[src/rtl/cpu_ctrl_pkg.sv]
// Shared definitions for the hardwired CPU control sequencer.
//   - opcode constants (IR[31:27])
//   - ALU operation codes driven on alu_op
//   - 4-bit state encoding (RST, T0-T7, HALT)
//   - opcode-class type and decode helper
//   - packed bundle of every datapath strobe
package cpu_ctrl_pkg;

    // Opcodes
    localparam logic [4:0] OPC_LD   = 5'b00000;
    localparam logic [4:0] OPC_LDI  = 5'b00001;
    localparam logic [4:0] OPC_ST   = 5'b00010;
    localparam logic [4:0] OPC_ADD  = 5'b00011;
    localparam logic [4:0] OPC_SUB  = 5'b00100;
    localparam logic [4:0] OPC_AND  = 5'b00101;
    localparam logic [4:0] OPC_OR   = 5'b00110;
    localparam logic [4:0] OPC_ROR  = 5'b00111;
    localparam logic [4:0] OPC_ROL  = 5'b01000;
    localparam logic [4:0] OPC_SHR  = 5'b01001;
    localparam logic [4:0] OPC_SHRA = 5'b01010;
    localparam logic [4:0] OPC_SHL  = 5'b01011;
    localparam logic [4:0] OPC_ADDI = 5'b01100;
    localparam logic [4:0] OPC_ANDI = 5'b01101;
    localparam logic [4:0] OPC_ORI  = 5'b01110;
    localparam logic [4:0] OPC_BR   = 5'b10011;
    localparam logic [4:0] OPC_IN   = 5'b10110;
    localparam logic [4:0] OPC_OUT  = 5'b10111;
    localparam logic [4:0] OPC_NOP  = 5'b11010;
    localparam logic [4:0] OPC_HALT = 5'b11011;

    // ALU operation codes
    localparam logic [3:0] ALU_ADD  = 4'd0;
    localparam logic [3:0] ALU_SUB  = 4'd1;
    localparam logic [3:0] ALU_AND  = 4'd2;
    localparam logic [3:0] ALU_OR   = 4'd3;
    localparam logic [3:0] ALU_ROR  = 4'd4;
    localparam logic [3:0] ALU_ROL  = 4'd5;
    localparam logic [3:0] ALU_SHR  = 4'd6;
    localparam logic [3:0] ALU_SHRA = 4'd7;
    localparam logic [3:0] ALU_SHL  = 4'd8;

    // Sequencer states
    localparam logic [3:0] ST_RST  = 4'd0;
    localparam logic [3:0] ST_T0   = 4'd1;
    localparam logic [3:0] ST_T1   = 4'd2;
    localparam logic [3:0] ST_T2   = 4'd3;
    localparam logic [3:0] ST_T3   = 4'd4;
    localparam logic [3:0] ST_T4   = 4'd5;
    localparam logic [3:0] ST_T5   = 4'd6;
    localparam logic [3:0] ST_T6   = 4'd7;
    localparam logic [3:0] ST_T7   = 4'd8;
    localparam logic [3:0] ST_HALT = 4'd9;

    typedef enum logic [3:0] {
        CLS_LOAD,
        CLS_LDI,
        CLS_STORE,
        CLS_ALU_R,
        CLS_ALU_I,
        CLS_BR,
        CLS_IN,
        CLS_OUT,
        CLS_NOP,
        CLS_HLT,
        CLS_ILL
    } opc_class_e;

    typedef struct packed {
        logic       pc_out;
        logic       mar_in;
        logic       mdr_in;
        logic       mdr_out;
        logic       read;
        logic       ram_rd;
        logic       ram_in;
        logic       ir_in;
        logic       inc_pc;
        logic       pc_in;
        logic       gra;
        logic       grb;
        logic       grc;
        logic       r_in;
        logic       r_out;
        logic       ba_out;
        logic       c_out;
        logic       y_in;
        logic       z_in;
        logic       zlow_out;
        logic       con_in;
        logic       inport_out;
        logic       outport_in;
        logic [3:0] alu_op;
        logic       run;
        logic       illegal;
    } ctrl_t;

    function automatic opc_class_e decode_class(input logic [4:0] opc);
        opc_class_e cls;
        cls = CLS_ILL;
        if (opc == OPC_LD) begin
            cls = CLS_LOAD;
        end else if (opc == OPC_LDI) begin
            cls = CLS_LDI;
        end else if (opc == OPC_ST) begin
            cls = CLS_STORE;
        end else if (opc >= OPC_ADD && opc <= OPC_SHL) begin
            cls = CLS_ALU_R;
        end else if (opc >= OPC_ADDI && opc <= OPC_ORI) begin
            cls = CLS_ALU_I;
        end else if (opc == OPC_BR) begin
            cls = CLS_BR;
        end else if (opc == OPC_IN) begin
            cls = CLS_IN;
        end else if (opc == OPC_OUT) begin
            cls = CLS_OUT;
        end else if (opc == OPC_NOP) begin
            cls = CLS_NOP;
        end else if (opc == OPC_HALT) begin
            cls = CLS_HLT;
        end
        return cls;
    endfunction

    // ALU op used in T4 of register and immediate ALU instructions.
    function automatic logic [3:0] alu_op_for(input logic [4:0] opc);
        logic [3:0] op;
        op = ALU_ADD;
        if (opc >= OPC_ADD && opc <= OPC_SHL) begin
            // R-type opcodes are contiguous and ordered like the ALU codes.
            op = 4'(opc - OPC_ADD);
        end else if (opc == OPC_ANDI) begin
            op = ALU_AND;
        end else if (opc == OPC_ORI) begin
            op = ALU_OR;
        end
        return op;
    endfunction

endpackage

[src/rtl/control_unit.sv]
// Hardwired Moore control sequencer for CPU_datapath.
// Runs fetch (T0-T2) then a per-opcode-class execute sequence (T3-T7).
// Ports:
//   clk, rst        - rising-edge clock, synchronous active-high reset
//   opcode          - IR[31:27], captured at the end of T2
//   con_ff          - branch condition flag, captured at the end of T5
//   stop            - halt request sampled at the instruction-end edge
//   PCout..PCin     - fetch / memory / PC strobes
//   Gra..Cout       - register-select and immediate strobes
//   Yin..OutPortin  - ALU / IO strobes
//   alu_op          - ALU operation for the Z register load
//   run             - low only in HALT
//   illegal         - one-cycle pulse in T3 on an undefined opcode
module control_unit
    import cpu_ctrl_pkg::*;
#(
    parameter int ALU_OP_W = 4,
    parameter int OPC_W    = 5
) (
    input  logic                clk,
    input  logic                rst,
    input  logic [OPC_W-1:0]    opcode,
    input  logic                con_ff,
    input  logic                stop,
    output logic                PCout,
    output logic                MARin,
    output logic                MDRin,
    output logic                MDRout,
    output logic                Read,
    output logic                RAMrd,
    output logic                RAMin,
    output logic                IRin,
    output logic                IncPC,
    output logic                PCin,
    output logic                Gra,
    output logic                Grb,
    output logic                Grc,
    output logic                Rin,
    output logic                Rout,
    output logic                BAout,
    output logic                Cout,
    output logic                Yin,
    output logic                ZIn,
    output logic                Zlowout,
    output logic                CONin,
    output logic                InPortout,
    output logic                OutPortin,
    output logic [ALU_OP_W-1:0] alu_op,
    output logic                run,
    output logic                illegal
);

    logic [3:0] state_q, state_d;
    logic [4:0] opc_q, opc_d;
    logic       con_q, con_d;
    opc_class_e cls;
    logic [3:0] instr_end;
    ctrl_t      ctrl;

    assign cls       = decode_class(opc_q);
    assign instr_end = stop ? ST_HALT : ST_T0;

    // Next-state logic
    always_comb begin
        state_d = state_q;
        opc_d   = opc_q;
        con_d   = con_q;
        case (state_q)
            ST_RST: state_d = ST_T0;
            ST_T0:  state_d = ST_T1;
            ST_T1:  state_d = ST_T2;
            ST_T2: begin
                state_d = ST_T3;
                opc_d   = 5'(opcode);
            end
            ST_T3: begin
                unique case (cls)
                    CLS_HLT:                           state_d = ST_HALT;
                    CLS_IN, CLS_OUT, CLS_NOP, CLS_ILL: state_d = instr_end;
                    default:                           state_d = ST_T4;
                endcase
            end
            ST_T4:  state_d = ST_T5;
            ST_T5: begin
                // Latch the flag so the T6 branch decision stays a pure state decode.
                con_d = con_ff;
                unique case (cls)
                    CLS_LDI, CLS_ALU_R, CLS_ALU_I: state_d = instr_end;
                    default:                       state_d = ST_T6;
                endcase
            end
            ST_T6:  state_d = (cls == CLS_BR) ? instr_end : ST_T7;
            ST_T7:  state_d = instr_end;
            ST_HALT: state_d = ST_HALT;
            default: state_d = ST_RST;
        endcase
    end

    always_ff @(posedge clk) begin
        if (rst) begin
            state_q <= ST_RST;
            opc_q   <= 5'd0;
            con_q   <= 1'b0;
        end else begin
            state_q <= state_d;
            opc_q   <= opc_d;
            con_q   <= con_d;
        end
    end

    // Output decode from state and latched opcode only
    always_comb begin
        ctrl     = '0;
        ctrl.run = 1'b1;
        case (state_q)
            ST_T0: begin
                ctrl.pc_out = 1'b1;
                ctrl.mar_in = 1'b1;
                ctrl.inc_pc = 1'b1;
                ctrl.ram_rd = 1'b1;
            end
            ST_T1: begin
                ctrl.read   = 1'b1;
                ctrl.mdr_in = 1'b1;
                ctrl.ram_rd = 1'b1;
            end
            ST_T2: begin
                ctrl.mdr_out = 1'b1;
                ctrl.ir_in   = 1'b1;
            end
            ST_T3: begin
                unique case (cls)
                    CLS_LOAD, CLS_LDI, CLS_STORE: begin
                        ctrl.grb    = 1'b1;
                        ctrl.ba_out = 1'b1;
                        ctrl.y_in   = 1'b1;
                    end
                    CLS_ALU_R, CLS_ALU_I: begin
                        ctrl.grb   = 1'b1;
                        ctrl.r_out = 1'b1;
                        ctrl.y_in  = 1'b1;
                    end
                    CLS_BR: begin
                        ctrl.gra    = 1'b1;
                        ctrl.r_out  = 1'b1;
                        ctrl.con_in = 1'b1;
                    end
                    CLS_IN: begin
                        ctrl.inport_out = 1'b1;
                        ctrl.gra        = 1'b1;
                        ctrl.r_in       = 1'b1;
                    end
                    CLS_OUT: begin
                        ctrl.gra        = 1'b1;
                        ctrl.r_out      = 1'b1;
                        ctrl.outport_in = 1'b1;
                    end
                    CLS_ILL: ctrl.illegal = 1'b1;
                    default: ;
                endcase
            end
            ST_T4: begin
                unique case (cls)
                    CLS_LOAD, CLS_LDI, CLS_STORE: begin
                        ctrl.c_out  = 1'b1;
                        ctrl.z_in   = 1'b1;
                        ctrl.alu_op = ALU_ADD;
                    end
                    CLS_ALU_R: begin
                        ctrl.grc    = 1'b1;
                        ctrl.r_out  = 1'b1;
                        ctrl.z_in   = 1'b1;
                        ctrl.alu_op = alu_op_for(opc_q);
                    end
                    CLS_ALU_I: begin
                        ctrl.c_out  = 1'b1;
                        ctrl.z_in   = 1'b1;
                        ctrl.alu_op = alu_op_for(opc_q);
                    end
                    CLS_BR: begin
                        ctrl.pc_out = 1'b1;
                        ctrl.y_in   = 1'b1;
                    end
                    default: ;
                endcase
            end
            ST_T5: begin
                unique case (cls)
                    CLS_LOAD, CLS_STORE: begin
                        ctrl.zlow_out = 1'b1;
                        ctrl.mar_in   = 1'b1;
                    end
                    CLS_LDI, CLS_ALU_R, CLS_ALU_I: begin
                        ctrl.zlow_out = 1'b1;
                        ctrl.gra      = 1'b1;
                        ctrl.r_in     = 1'b1;
                    end
                    CLS_BR: begin
                        ctrl.c_out  = 1'b1;
                        ctrl.z_in   = 1'b1;
                        ctrl.alu_op = ALU_ADD;
                    end
                    default: ;
                endcase
            end
            ST_T6: begin
                unique case (cls)
                    CLS_LOAD: begin
                        ctrl.read   = 1'b1;
                        ctrl.mdr_in = 1'b1;
                        ctrl.ram_rd = 1'b1;
                    end
                    CLS_STORE: begin
                        ctrl.gra    = 1'b1;
                        ctrl.r_out  = 1'b1;
                        ctrl.mdr_in = 1'b1;
                    end
                    CLS_BR: begin
                        ctrl.zlow_out = con_q;
                        ctrl.pc_in    = con_q;
                    end
                    default: ;
                endcase
            end
            ST_T7: begin
                unique case (cls)
                    CLS_LOAD: begin
                        ctrl.mdr_out = 1'b1;
                        ctrl.gra     = 1'b1;
                        ctrl.r_in    = 1'b1;
                    end
                    CLS_STORE: ctrl.ram_in = 1'b1;
                    default: ;
                endcase
            end
            ST_HALT: ctrl.run = 1'b0;
            default: ;
        endcase
    end

    assign PCout     = ctrl.pc_out;
    assign MARin     = ctrl.mar_in;
    assign MDRin     = ctrl.mdr_in;
    assign MDRout    = ctrl.mdr_out;
    assign Read      = ctrl.read;
    assign RAMrd     = ctrl.ram_rd;
    assign RAMin     = ctrl.ram_in;
    assign IRin      = ctrl.ir_in;
    assign IncPC     = ctrl.inc_pc;
    assign PCin      = ctrl.pc_in;
    assign Gra       = ctrl.gra;
    assign Grb       = ctrl.grb;
    assign Grc       = ctrl.grc;
    assign Rin       = ctrl.r_in;
    assign Rout      = ctrl.r_out;
    assign BAout     = ctrl.ba_out;
    assign Cout      = ctrl.c_out;
    assign Yin       = ctrl.y_in;
    assign ZIn       = ctrl.z_in;
    assign Zlowout   = ctrl.zlow_out;
    assign CONin     = ctrl.con_in;
    assign InPortout = ctrl.inport_out;
    assign OutPortin = ctrl.outport_in;
    assign alu_op    = ALU_OP_W'(ctrl.alu_op);
    assign run       = ctrl.run;
    assign illegal   = ctrl.illegal;

endmodule

[config.mk]
export PLATFORM = sky130hd
export DESIGN_NAME = control_unit
export DESIGN_NICKNAME = d
export VERILOG_FILES = /design/src/rtl/cpu_ctrl_pkg.sv /design/src/rtl/control_unit.sv
export SDC_FILE = /design/constraint.sdc
export NUM_CORES = 1
export LEC_CHECK = 0
export ABC_AREA = 1
export CORE_UTILIZATION = 25
export CTS_BUF_LIST = sky130_fd_sc_hd__clkbuf_2 sky130_fd_sc_hd__clkbuf_4 sky130_fd_sc_hd__clkbuf_8
export DETAILED_ROUTE_END_ITERATION = 16
export DONT_BUFFER_PORTS = 1
export GPL_ROUTABILITY_DRIVEN = 0
export GPL_TIMING_DRIVEN = 0
export PLACE_DENSITY = 0.37
export SKIP_LAST_GASP = 1
export SLEW_MARGIN = 0
export SYNTH_ARGS = -nofsm -noshare
export SYNTH_HDL_FRONTEND = slang
export SYNTH_SLANG_ARGS = --single-unit
[constraint.sdc]
create_clock -name clk -period 2.5 [get_ports clk]
set_clock_uncertainty 0.1 [all_clocks]
set_input_delay 0.375 -clock clk [delete_from_list [all_inputs] [get_ports clk]]
set_output_delay 0.375 -clock clk [all_outputs]
set_load 0.005 [all_outputs]
==> flow_metrics.tcl, run 1 <==
set metrics [dict create \
    syn_area_sq_um 1140 \
    clk_pin_slew_ps 40 \
    cts_tree "built" \
    crit_required_ps 2030 \
    leakagePower_nw 0.618 \
    synthesis.nets 209 \
    finalSetupViolCount 0 \
    fin_crit_ps 2370 \
    synthCells 196 \
    cts-root-buf "clkbuf_8" \
    power.density_nw_per_um2 401 \
    maxSlewViolCount 0 \
    final_antenna_net_count 0 \
    diodes 0 \
    report.final.hold_viol_count 0 \
    status "completed" \
    final_common_cell "nand2_1" \
    firstDrtPassIters 4 \
    port_buffers 0 \
    route.met3.wl_um 112 \
    track_usage 0.147 \
    synth_top_area_share 0.176 \
    drive_gt1_frac 0.234 \
    seq_area_frac_synth 0.176 \
    dp_hpwl_mm 2.98 \
    cts_hold_buf 0 \
    fillCellCount 484 \
    critical_path.startpoint_type "register" \
    slew_headroom 0.642 \
    max_slew.worst_pin.slew_ps 533 \
    postSynthAreaPerCell_sq_um 5.81 \
    synth-async-reset-ratio 0 \
    grt_pass1_vias 1180 \
    grt_max_degree 11 \
    ios 38 \
    clk_latency_ps 220 \
    synth_seq_cells 10 \
    multi_input_area_sq_um 838 \
    post_drt_wl_per_cell_um 13.9 \
    rsz0062_at_grt "yes" \
    cts_buffer_depth 2 \
    die_h_um 69.5 \
    via_per_inst 4.91 \
    wl_met2_mm 1.66 \
    hp-class "input pin to register" \
    clkSinkCount 10 \
    core_area_sq_um 4350 \
    antenna_found_initial 0 \
    start_util 0.261 \
    fin_crit_sh 0.947 \
    dieArea_sq_um 4830 \
    die_w_um 69.5 \
    grt_pass1_wl_mm 5.84 \
    maxCapViolCount 0 \
    cp_num_buf_inv 4 \
    worstPathArrival_ps 1890 \
    yosysTopAreaCell "dfxtp_1" \
    final-instance-count-excl-fill 257 \
    post-place-cells 248 \
    synth_edf_count 0 \
    fmax_mhz 422 \
    globalRouteOverflowTotal 0 \
    wl_mm 3.57 \
    nets 220 \
    layout_common_cells "35 x nand2_1, 34 x inv_1, 25 x nor2_1" \
    critPathMaxFanout 4 \
    highest_layer "met4" \
    synth_ff_type "dfxtp_1" \
    cp_top_family "simple AND/OR/NAND/NOR gates" \
    hold_ws_ps 118 \
    cp_slowest_cell "dfxtp_2" \
    path_cells "inv_1, ha_1, inv_1, nor2_2, inv_2, nand2_4, nand2_4, nor2_4, nand2_2, nand2_1, inv_2, nor3_2" \
    cpPeakStageDelay_ps 350 \
    synth.distinct_cells 29 \
    rows 24 \
    drt-met1-wl_mm 1.78 \
    end_kind "primary output" \
    drcViolationCount 0 \
    htree_levels 1 \
    syn_to_final_growth_pct 19.9 \
    cts_buffers 3 \
    ys_top_cells_by_area "dfxtp_1 18%, nand2_1 12%, inv_1 12%" \
    drt_iter0_drc 84 \
    ff_latch_area_sq_um 206 \
    vdd_drop_max_mv 0.302 \
    ys_warn_count 0 \
    setup_ws_ps 133 \
    via_count 1262 \
    critical_path_class "register to primary output" \
    place_ws_ps 62.1 \
]
## cells by family after synthesis
group,share of synthesized area
DFF,0.176
xor gates and xnor gates,0.00769
and+or+nand+nor,0.460
buffers and inverters,0.148
adders and majority gates,0.0440
AOI/OAI and AO/OA,0.164
## layer usage
layer | vias up | global-route usage
met5 | - | 0
met4 | 0 | 0.0272
met3 | 2 | 0.0145
met2 | 24 | 0.234
met1 | 590 | 0.216
li1 | 646 | -
## area by class of cell
cell class / instances / area share
clock buffer: 3 / 0.0302
sequential: 10 / 0.151
timing repair buffer: 6 / 0.0330
buffer: 2 / 0.0110
tap: 52 / 0.0477
multi-input combinational: 143 / 0.614
inverter: 41 / 0.113
## Yosys cell counts (3+ instances only)
master / instances
o21ai_0: 13
nand4_1: 3
inv_1: 35
nand3_2: 3
dfxtp_1: 10
nand2_2: 6
nor2_1: 29
a21oi_1: 11
nand3_1: 10
nor3_1: 6
o21ai_1: 3
a31oi_1: 3
ha_1: 4
nand2_1: 36
inv_2: 6
## final timing paths
path / startpoint / end / slack (ps) / cells past startpoint
setup / recovery: opc_q[1] / alu_op[2] / 130 / 12
hold / removal: rst / state_q[0] / 120 / 1
setup reg to reg: opc_q[0] / state_q[3] / 500 / 16
hold reg to reg: con_q / con_q / 380 / 2
## per-stage QoR
stage | util | area [sq um] | power (W) | TNS [ps]
2_1_floorplan | - | 1140 | 0.000324 | 0
3_3_place_gp | 0.276 | 1200 | 0.000362 | 0
6_report | 0.314 | 1370 | 0.000547 | 0
4_1_cts | 0.297 | 1290 | 0.000528 | 0
5_1_grt | 0.314 | 1370 | 0.000586 | -134
3_5_place_dp | 0.276 | 1200 | 0.000363 | 0
## worst register-to-register path, stage by stage, from the launching register on
cell and delay (ps):
dfxtp_4 380, inv_2 80, ha_4 180, nand3_1 80, nand2_1 50, nand2_1 100
nand2_1 70, inv_1 130, nand2_1 60, nor2_1 90, nand4_1 130, buf_4 180
nand3_1 60, nand3_1 70, nand3_1 80, nand2_1 60, inv_1 50
## what timing repair did
item,4_1_cts,5_1_grt
setup endpoints to repair,10,12
gates cloned,0,0
resized for setup,6,15
pin swaps,2,5
buffers inserted,4,2
## flip-flops by register name, summed over array words and instances (netlist names)
name	count
opc_q	5
con_q	1
state_q	4
## power breakdown
| part | switching (W) | leakage (nW) | internal (W) |
|---|---|---|---|
| combinational | 0.000141 | 0.513 | 0.0000702 |
| clock | 0.0000493 | 0.0216 | 0.000104 |
| sequential | 0.0000126 | 0.0832 | 0.000170 |
Note: power is estimated with default switching activity, not from simulation.
==> run 2: changes to the inputs <==
Settings changed: ABC_AREA 1 to default, TNS_END_PERCENT from default to 50.
==> flow_metrics.tcl, run 2 <==
set metrics [dict create \
    rsz0062_at_grt "yes" \
    largest_reg_flops 5 \
    synthMostInstantiatedCell "nand2_1" \
    track_usage 0.179 \
    layout_common_cells "29 x nand2_1, 20 x buf_4, 16 x nor2_1" \
    report.final.hold_viol_count 0 \
    postSynthAreaPerCell_sq_um 6.67 \
    via_per_inst 5.31 \
    fmax_mhz 369 \
    ys_top_cells_by_area "dfxtp_1 16%, nand2_1 8.6%, nor2_1 5.3%" \
    fin_crit_sh 1.09 \
    port_buffers 0 \
    final_antenna_net_count 0 \
    crit_required_ps 2030 \
    post_drt_wl_per_cell_um 16.9 \
    cts_buffers 3 \
    cts_buffer_depth 2 \
    cts_tree "built" \
    end_kind "primary output" \
    start_util 0.265 \
    syn_area_sq_um 1270 \
    hold_ws_ps 168 \
    critPathMaxFanout 4 \
    fin_crit_ps 2710 \
    globalRouteOverflowTotal 0 \
    syn_to_final_growth_pct 40.9 \
    drcViolationCount 0 \
    drive_gt1_frac 0.335 \
    wl_mm 4.72 \
    yosysTopAreaCell "dfxtp_1" \
    synth_ff_type "dfxtp_1" \
    violations "setup timing" \
    synth_edf_count 0 \
    top_register "opc_q" \
    dpl_cell_area_sq_um 1400 \
    rows 25 \
    dieArea_sq_um 5360 \
    max_slew.worst_pin.slew_ps 620 \
    reg_top3 "opc_q x5, state_q x4, con_q x1" \
    ys_warn_count 0 \
    diodes 0 \
    ys_top_cells_by_count "29 x nand2_1, 18 x nor2_1, 11 x a21oi_1, 11 x inv_1, 10 x dfxtp_1" \
    via_count 1482 \
    fin_total_pwr_w 0.000576 \
    finalSetupViolCount 14 \
    nets 226 \
    drt_iter0_drc 46 \
    maxCapViolCount 0 \
    critical_path.startpoint_type "register" \
    maxSlewViolCount 0 \
    firstDrtPassIters 4 \
    synthCells 190 \
    fillCellCount 530 \
    critical_path_class "register to primary output" \
    vdd_drop_max_mv 0.265 \
    leakagePower_nw 0.653 \
    synth_seq_cells 10 \
    finish.instance_area_sq_um 1790 \
    power.density_nw_per_um2 323 \
    worstPathArrival_ps 2240 \
    synth-async-reset-ratio 0 \
    clk_pin_slew_ps 50 \
    hp-class "input pin to register" \
    setup_ws_ps -213 \
    die_h_um 73.2 \
    dp_hpwl_mm 3.30 \
    core_area_sq_um 4790 \
    grt_pass1_wl_mm 7.47 \
    status "finished with violations" \
    seq_area_frac_synth 0.158 \
    clkSinkCount 10 \
    grt_max_degree 11 \
    synth.distinct_cells 54 \
    die_w_um 73.2 \
    htree_levels 1 \
    slew_headroom 0.585 \
    clk_latency_ps 230 \
    cts-root-buf "clkbuf_8" \
    final_common_cell "nand2_1" \
    synthesis.nets 203 \
    antenna_found_initial 0 \
    synth_top_area_share 0.158 \
    grt_pass1_vias 1459 \
    ios 38 \
]
==> run 2: critical path, stage by stage, from the launching register on <==
cell      delay [ps]
dfxtp_4          380
ha_4             160
and4b_2          280
o32ai_4          290
nand3_2          100
or4_4            510
a311oi_2         280
==> run 2: cell type report <==
cell class              instances  area (sq um)  share of cell area
flip-flops and latches         10           210               0.118
repair buffers                 20           161              0.0904
plain buffers                  10          57.6              0.0322
multi-input cells             157          1180               0.662
clock buffers                   4          48.8              0.0273
inverters                      11          41.3              0.0231
well taps                      67          83.8              0.0470
==> run 2: final timing paths <==
check | cells after the start | end | slack [ps] | from
setup / recovery | 6 | RAMrd | -210 | opc_q[0]
hold / removal | 2 | opc_q[2] | 170 | opcode[2]
setup reg to reg | 8 | state_q[3] | 310 | opc_q[1]
hold reg to reg | 2 | opc_q[1] | 420 | opc_q[1]
==> run 2: cells by family (layout without fill, tap and decap cells) <==
group / Yosys count / count (layout) / share of synthesized area
adder cells (fa/ha/maj): 5 / 5 / 0.0474
multiplexers: 1 / 1 / 0.00790
AO/OA/AOI/OAI: 49 / 50 / 0.288
flip-flops: 10 / 10 / 0.158
buffers and inverters: 24 / 45 / 0.0839
AND/OR/NAND/NOR: 99 / 99 / 0.401
XOR/XNOR: 2 / 2 / 0.0138
==> run 2: metrics by stage <==
stage | worst slack [ps] | cells | setup TNS (ps) | util
after floorplan | -143 | 190 | -143 | -
after global placement | -411 | 257 | -3590 | 0.292
after detailed placement | -414 | 257 | -3640 | 0.292
after CTS | -221 | 270 | -1920 | 0.336
after global routing | -312 | 279 | -3320 | 0.373
final | -213 | 279 | -2060 | 0.373
==> run 2: per-layer routing <==
layer / global-route usage / up-vias / wire (um)
met5: 0 / - / 0
met4: 0.0349 / 0 / 37
met3: 0.0262 / 4 / 266
met2: 0.289 / 38 / 2270
met1: 0.250 / 699 / 2140
li1: - / 741 / -
==> run 2: repair_timing <==
action | in CTS | in global routing
endpoints found under the setup margin | 22 | 21
gates resized for setup | 23 | 17
hold buffers | 0 | 0
gates cloned | 0 | 1
pin swaps | 13 | 10
buffers inserted | 11 | 9
==> run 2: power by group <==
| part | switching [W] | internal [W] | total (W) |
|---|---|---|---|
| Combinational | 0.000126 | 0.0000939 | 0.000220 |
| Clock | 0.0000555 | 0.000122 | 0.000177 |
| Sequential | 0.0000129 | 0.000167 | 0.000180 |
| Total | 0.000194 | 0.000382 | 0.000576 |
==> run 3: changes to the inputs <==
Settings changed: ABC_CLOCK_PERIOD_IN_PS from default to 2500.
==> results of run 3 <==
No change in the layout: final DEF, timing and power equal those of run 2.
